**src/rtl/inst_fetch.sv**
```systemverilog
// inst_fetch: instruction fetch unit.
// Issues in-order word reads to instruction memory under a credit limit of QDEPTH,
// tags each response with its PC from a small PC FIFO, and buffers instructions in a
// QDEPTH-entry queue presented to decode with a valid/ready handshake. A redirect
// (is_jump) flushes the queue and discards every response still in flight.
// Optional feature: define FETCH_MISALIGN_CHECK_EN to flag misaligned redirect targets
// (misalign=1) and halt fetching until the next aligned redirect.
module inst_fetch #(
  parameter logic [31:0] RESET_PC = 32'h0000_0000,
  parameter int unsigned QDEPTH   = 2
) (
  input  logic        clk,
  input  logic        rst,
  output logic        imem_req_valid,
  input  logic        imem_req_ready,
  output logic [31:0] imem_req_addr,
  input  logic        imem_resp_valid,
  input  logic [31:0] imem_resp_data,
  output logic        inst_valid,
  input  logic        inst_ready,
  output logic [31:0] inst,
  output logic [31:0] inst_pc,
  input  logic        is_jump,
  input  logic [31:0] jump_target,
  output logic        misalign
);

  localparam int PW = (QDEPTH > 1) ? $clog2(QDEPTH) : 1;
  localparam int CW = $clog2(QDEPTH + 1);
  localparam int SW = CW + 1;

  logic [31:0]   fetch_pc_q, fetch_pc_d;
  logic [CW-1:0] count_q, count_d;     // instructions held in the queue
  logic [CW-1:0] outst_q, outst_d;     // requests accepted but not yet answered
  logic [CW-1:0] drop_q, drop_d;       // responses still to be discarded after a redirect
  logic [PW-1:0] qrd_q, qrd_d, qwr_q, qwr_d;
  logic [PW-1:0] prd_q, prd_d, pwr_q, pwr_d;

  logic [31:0]   q_data_q [QDEPTH];
  logic [31:0]   q_pc_q   [QDEPTH];
  logic [31:0]   pc_fifo_q[QDEPTH];

  logic [SW-1:0] inflight;
  logic          halted;
  logic          req_fire;
  logic          push;
  logic          pop;

  assign inflight       = {1'b0, count_q} + {1'b0, outst_q};
  assign imem_req_valid = !rst && !is_jump && !halted && (inflight < SW'(QDEPTH));
  assign imem_req_addr  = fetch_pc_q;
  assign req_fire       = imem_req_valid && imem_req_ready;

  // A response is kept only when no redirect is active this cycle and no drops remain.
  assign push = imem_resp_valid && !is_jump && (drop_q == '0);
  // A redirect wins over decode: the head is flushed, not consumed.
  assign pop  = inst_valid && inst_ready && !is_jump;

  assign inst_valid = !rst && (count_q != '0);
  assign inst       = inst_valid ? q_data_q[qrd_q] : '0;
  assign inst_pc    = inst_valid ? q_pc_q[qrd_q]   : '0;

`ifdef FETCH_MISALIGN_CHECK_EN
  logic halted_q, halted_d;
  logic target_misaligned;

  assign target_misaligned = (jump_target[1:0] != 2'b00);
  assign halted_d          = is_jump ? target_misaligned : halted_q;

  // Misaligned redirect parks fetch (and raises misalign) until an aligned redirect.
  always_ff @(posedge clk) begin
    if (rst) begin
      halted_q <= 1'b0;
    end else begin
      halted_q <= halted_d;
    end
  end

  assign halted   = halted_q;
  assign misalign = halted_q;
`else
  assign halted   = 1'b0;
  assign misalign = 1'b0;
`endif

  // Next-state for fetch PC, credit counters, queue and PC-FIFO pointers.
  always_comb begin
    // NOTE: every output of this block gets a default first so no latch is inferred.
    fetch_pc_d = fetch_pc_q;
    count_d    = count_q;
    drop_d     = drop_q;
    qrd_d      = qrd_q;
    qwr_d      = qwr_q;
    prd_d      = prd_q;
    pwr_d      = pwr_q;
    outst_d    = outst_q + CW'(req_fire) - CW'(imem_resp_valid);

    if (req_fire) begin
      fetch_pc_d = fetch_pc_q + 32'd4;
      pwr_d      = pwr_q + PW'(1);
    end
    // Every response, kept or dropped, retires its PC-FIFO entry.
    if (imem_resp_valid) begin
      prd_d = prd_q + PW'(1);
    end

    if (is_jump) begin
      fetch_pc_d = jump_target & ~32'h3;
      count_d    = '0;
      qrd_d      = qwr_q;
      drop_d     = outst_d;
    end else begin
      if (push) begin
        qwr_d = qwr_q + PW'(1);
      end
      if (pop) begin
        qrd_d = qrd_q + PW'(1);
      end
      count_d = count_q + CW'(push) - CW'(pop);
      if (imem_resp_valid && (drop_q != '0)) begin
        drop_d = drop_q - CW'(1);
      end
    end
  end

  // Control state registers.
  always_ff @(posedge clk) begin
    // NOTE: sequential state uses non-blocking assignments only.
    if (rst) begin
      fetch_pc_q <= RESET_PC;
      count_q    <= '0;
      outst_q    <= '0;
      drop_q     <= '0;
      qrd_q      <= '0;
      qwr_q      <= '0;
      prd_q      <= '0;
      pwr_q      <= '0;
    end else begin
      fetch_pc_q <= fetch_pc_d;
      count_q    <= count_d;
      outst_q    <= outst_d;
      drop_q     <= drop_d;
      qrd_q      <= qrd_d;
      qwr_q      <= qwr_d;
      prd_q      <= prd_d;
      pwr_q      <= pwr_d;
    end
  end

  // Payload storage: PC of each issued request, and {data, pc} of each kept response.
  always_ff @(posedge clk) begin
    // NOTE: storage arrays are not reset; count/pointers define validity and outputs are gated.
    if (req_fire) begin
      pc_fifo_q[pwr_q] <= fetch_pc_q;
    end
    if (push) begin
      q_data_q[qwr_q] <= imem_resp_data;
      q_pc_q[qwr_q]   <= pc_fifo_q[prd_q];
    end
  end

  // Memory may only answer issued requests; queue plus in-flight stays within credit.
  assert property (@(posedge clk) disable iff (rst) imem_resp_valid |-> (outst_q != '0));
  assert property (@(posedge clk) disable iff (rst) inflight <= SW'(QDEPTH));

endmodule

```
**config.mk**
```make
export PLATFORM = sky130hd
export DESIGN_NAME = inst_fetch
export DESIGN_NICKNAME = d
export VERILOG_FILES = /design/src/rtl/inst_fetch.sv
export SDC_FILE = /design/constraint.sdc
export NUM_CORES = 1
export LEC_CHECK = 0
export ABC_CLOCK_PERIOD_IN_PS = 3500
export BUFFER_PORTS_ARGS = -buffer_cell sky130_fd_sc_hd__buf_2
export CAP_MARGIN = 20
export CORE_ASPECT_RATIO = 0.9
export CORE_MARGIN = 1
export CORE_UTILIZATION = 50
export DETAILED_ROUTE_END_ITERATION = 8
export GPL_TIMING_DRIVEN = 0
export HOLD_SLACK_MARGIN = 0.1
export PLACE_DENSITY = 0.85
export SLEW_MARGIN = 20
export SYNTH_ARGS = -nofsm -noshare
export SYNTH_HDL_FRONTEND = slang
export SYNTH_SLANG_ARGS = --single-unit
export TNS_END_PERCENT = 20
```
**constraint.sdc**
```tcl
create_clock -name clk -period 3.5 [get_ports clk]
set_clock_uncertainty 0.05 [all_clocks]
set_input_delay 0 -clock clk [delete_from_list [all_inputs] [get_ports clk]]
set_output_delay 0 -clock clk [all_outputs]
set_load 0.01 [all_outputs]
```
==> results.json <==
{
  "synth_top_area_share_pct": 60.8,
  "die_area_mm2": 0.0187,
  "worst_hold_path_type": "input pin to flip-flop",
  "drt_wl_total_mm": 22.1,
  "setup_viol": 0,
  "worstSetupPathDepth": 9,
  "path_max_fanout": 5,
  "wl_per_cell_um": 18.8,
  "slew_headroom_pct": 33.7,
  "cpPeakStageDelay_ns": 0.57,
  "die_h_um": 130,
  "initial_core_util_pct": 51.2,
  "cts_tree": "built",
  "ys.flop_type": "edfxtp_1",
  "tightest_slew_ns": 0.986,
  "fill_cells": 1174,
  "clk_pin_slew_ns": 0.06,
  "cp.required_ns": 3.91,
  "cts_setup_buffers": 0,
  "viasPerCell": 5.37,
  "path_cells": "and2_1, fa_2, or3b_4, nor2_8, inv_2, or4_4, or3_1, a31oi_1, dlygate4sd3_1",
  "maxCapViolations": 0,
  "slew_violations": 0,
  "crit_path_end_kind": "flip-flop",
  "grt_antenna_before_repair": 0,
  "powerDensity_mw_per_mm2": 519,
  "startpoint": "count_q[0]$_SDFF_PP0_",
  "dp_slack_ns": 0.130,
  "yosys.cell_count.top_type": "edfxtp_1",
  "yosys.area.top_type": "edfxtp_1",
  "vias": 6306,
  "area_growth_pct": 32.8,
  "cts_sinks": 226,
  "fin_crit_sh_pct": 97.2,
  "avgSynthCellArea_um2": 14.3,
  "layout-drive-gt1-share_pct": 27.3,
  "final_area_mm2": 0.0121,
  "hold_viol_final": 0,
  "antennaDiodeCount": 0,
  "cp-start-kind": "flip-flop",
  "fmax_mhz": 294,
  "peakVddDrop_mv": 0.395,
  "rows": 46,
  "dp_hpwl_mm": 13.8,
  "dp_cells": 1047,
  "ys_top_cells_by_count": "edfxtp_1 (184), nor2_1 (98), mux2i_1 (65)",
  "rrSetupSlack_ns": 0.1,
  "gp_routability_congestion": 0.857,
  "ff2ff_path_depth": 9,
  "synth_edf_count": 184,
  "syn_area_mm2": 0.00908,
  "async_flop_share_pct": 0,
  "clk_latency_ns": 0.52,
  "holdPathEnd": "q_data_q[1][29]$_DFFE_PP_",
  "drt-initial-drc-count": 395,
  "synth.area.top_cells": "edfxtp_1 (61%), dfxtp_1 (9.3%), mux2i_1 (7.2%)",
  "die_w_um": 144,
  "grt_pass1_vias": 6412,
  "yosysWarnings": 0,
  "postLayoutSetupSlackWorst_ns": 0.0991,
  "crit_buf_inv": 2,
  "holdWs_ns": 0.176,
  "drc": 0,
  "path_class": "flip-flop to flip-flop",
  "cts_buffers": 23,
  "drtAntennaViolNets": 0,
  "synth-seq-cells": 226,
  "grt_usage_pct": 23.8,
  "final_net_count": 996,
  "htree_levels": 1,
  "io_buffers": 161,
  "cp.arrival_ns": 3.81,
  "power_leakage_nw": 4.59,
  "clock-root-buffer": "clkbuf_16",
  "ys_types": 40,
  "pin_count": 169,
  "grt_max_degree": 31,
  "min-delay-start": "imem_resp_data[29]",
  "crit_family": "simple AND/OR/NAND/NOR gates",
  "ys_seq_area_share_pct": 70.1,
  "rsz0062_at_grt": "no",
  "overflow": 0,
  "fin_crit_ns": 3.40,
  "rr_startpoint": "count_q[0]$_SDFF_PP0_",
  "grt_pass1_wl_mm": 33.4,
  "critical-path-slowest-cell": "dlygate4sd3_1",
  "hold_depth": 2,
  "drt-pass1-iter-count": 8,
  "synth_cells": 635,
  "r2r_end": "imem_req_addr[16]$_SDFFE_PP0P_",
  "place_area_mm2": 0.0104,
  "instances_no_fill": 1175,
  "core_mm2": 0.0177,
  "run_status": "finished, final reports clean",
  "clk_path_buf_depth": 3
}
==> flip-flops by register name, summed over array words and instances (netlist names), named ones only <==
name / cells
prd_q: 1
qwr_q: 1
imem_req_addr: 30
pwr_q: 1
pc_fifo_q: 60
qrd_q: 1
outst_q: 2
drop_q: 2
q_data_q: 64
count_q: 2
q_pc_q: 60
==> layer usage <==
| layer | track usage [%] | wire (um) | vias to the layer above |
|---|---|---|---|
| met2 | 42.3 | 10800 | 329 |
| met4 | 11.2 | 1010 | 0 |
| met5 | 0 | 0 | - |
| met3 | 4.11 | 1730 | 85 |
| met1 | 28.2 | 8560 | 2978 |
| li1 | - | - | 2914 |
==> cell families (layout without fill, tap and decap cells) <==
logic type,Yosys count,in the layout,synth area share (%)
simple gates,177,177,9.04
fa+ha+maj,7,7,1.05
compound gates,49,49,3.40
flops,226,226,70.1
mux,96,96,11.0
xor+xnor,33,33,3.18
buf+inv,46,342,2.19
other cells,1,5,0.0413
==> area by class of cell <==
| class | count | area [um^2] | share of cell area (%) |
|---|---|---|---|
| multi-input combinational | 367 | 2580 | 21.4 |
| timing repair buffer | 255 | 1860 | 15.4 |
| clock inverter | 14 | 160 | 1.33 |
| buffer | 36 | 164 | 1.36 |
| tap | 240 | 300 | 2.49 |
| clock buffer | 27 | 591 | 4.90 |
| sequential | 226 | 6370 | 52.8 |
| inverter | 10 | 37.5 | 0.311 |
==> worst max-delay path by stage <==
stage	to	slack, ns
final	imem_req_addr[16]$_SDFFE_PP0P_	0.1
after global placement	q_data_q[0][25]$_DFFE_PP_	-2.03
after global routing	imem_req_addr[16]$_SDFFE_PP0P_	0.008
after floorplan	q_data_q[0][0]$_DFFE_PP_	-0.31
after detailed placement	drop_q[1]$_SDFFE_PP0P_	0.13
after CTS	imem_req_addr[17]$_SDFFE_PP0P_	0.10
==> layout by cell type (no fill, tap or decap), types with 19 or more instances in the layout <==
master           n
edfxtp_1       184
buf_2          161
nor2_1          95
dlygate4sd3_1   87
mux2i_1         65
dfxtp_1         41
mux2_2          31
clkbuf_1        27
clkbuf_16       23
xor2_1          19
==> power by group <==
group	total [mW]	switching (mW)	leakage, nW	internal, mW
clock	2.44	1.00	0.363	1.44
combinational	0.665	0.350	2.20	0.315
sequential	3.15	0.0859	2.03	3.07
total	6.26	1.44	4.59	4.82
==> timing repair <==
item                                    4_1_cts  5_1_grt
gates resized for setup                       0        7
hold buffers                                 87        0
endpoints found under the hold margin       105        0
endpoints found under the setup margin        0        7
==> per-stage QoR <==
| step | total power, mW | util (%) | setup TNS (ns) |
|---|---|---|---|
| after global placement | 3.72 | 57.6 | -284.90 |
| after global routing | 6.45 | 68.0 | 0 |
| after CTS | 6.27 | 67.9 | 0 |
| after floorplan | 3.53 | - | -44.14 |
| after detailed placement | 3.77 | 58.8 | 0 |
| final | 6.26 | 68.0 | 0 |
Note: power is estimated with default switching activity, not from simulation.
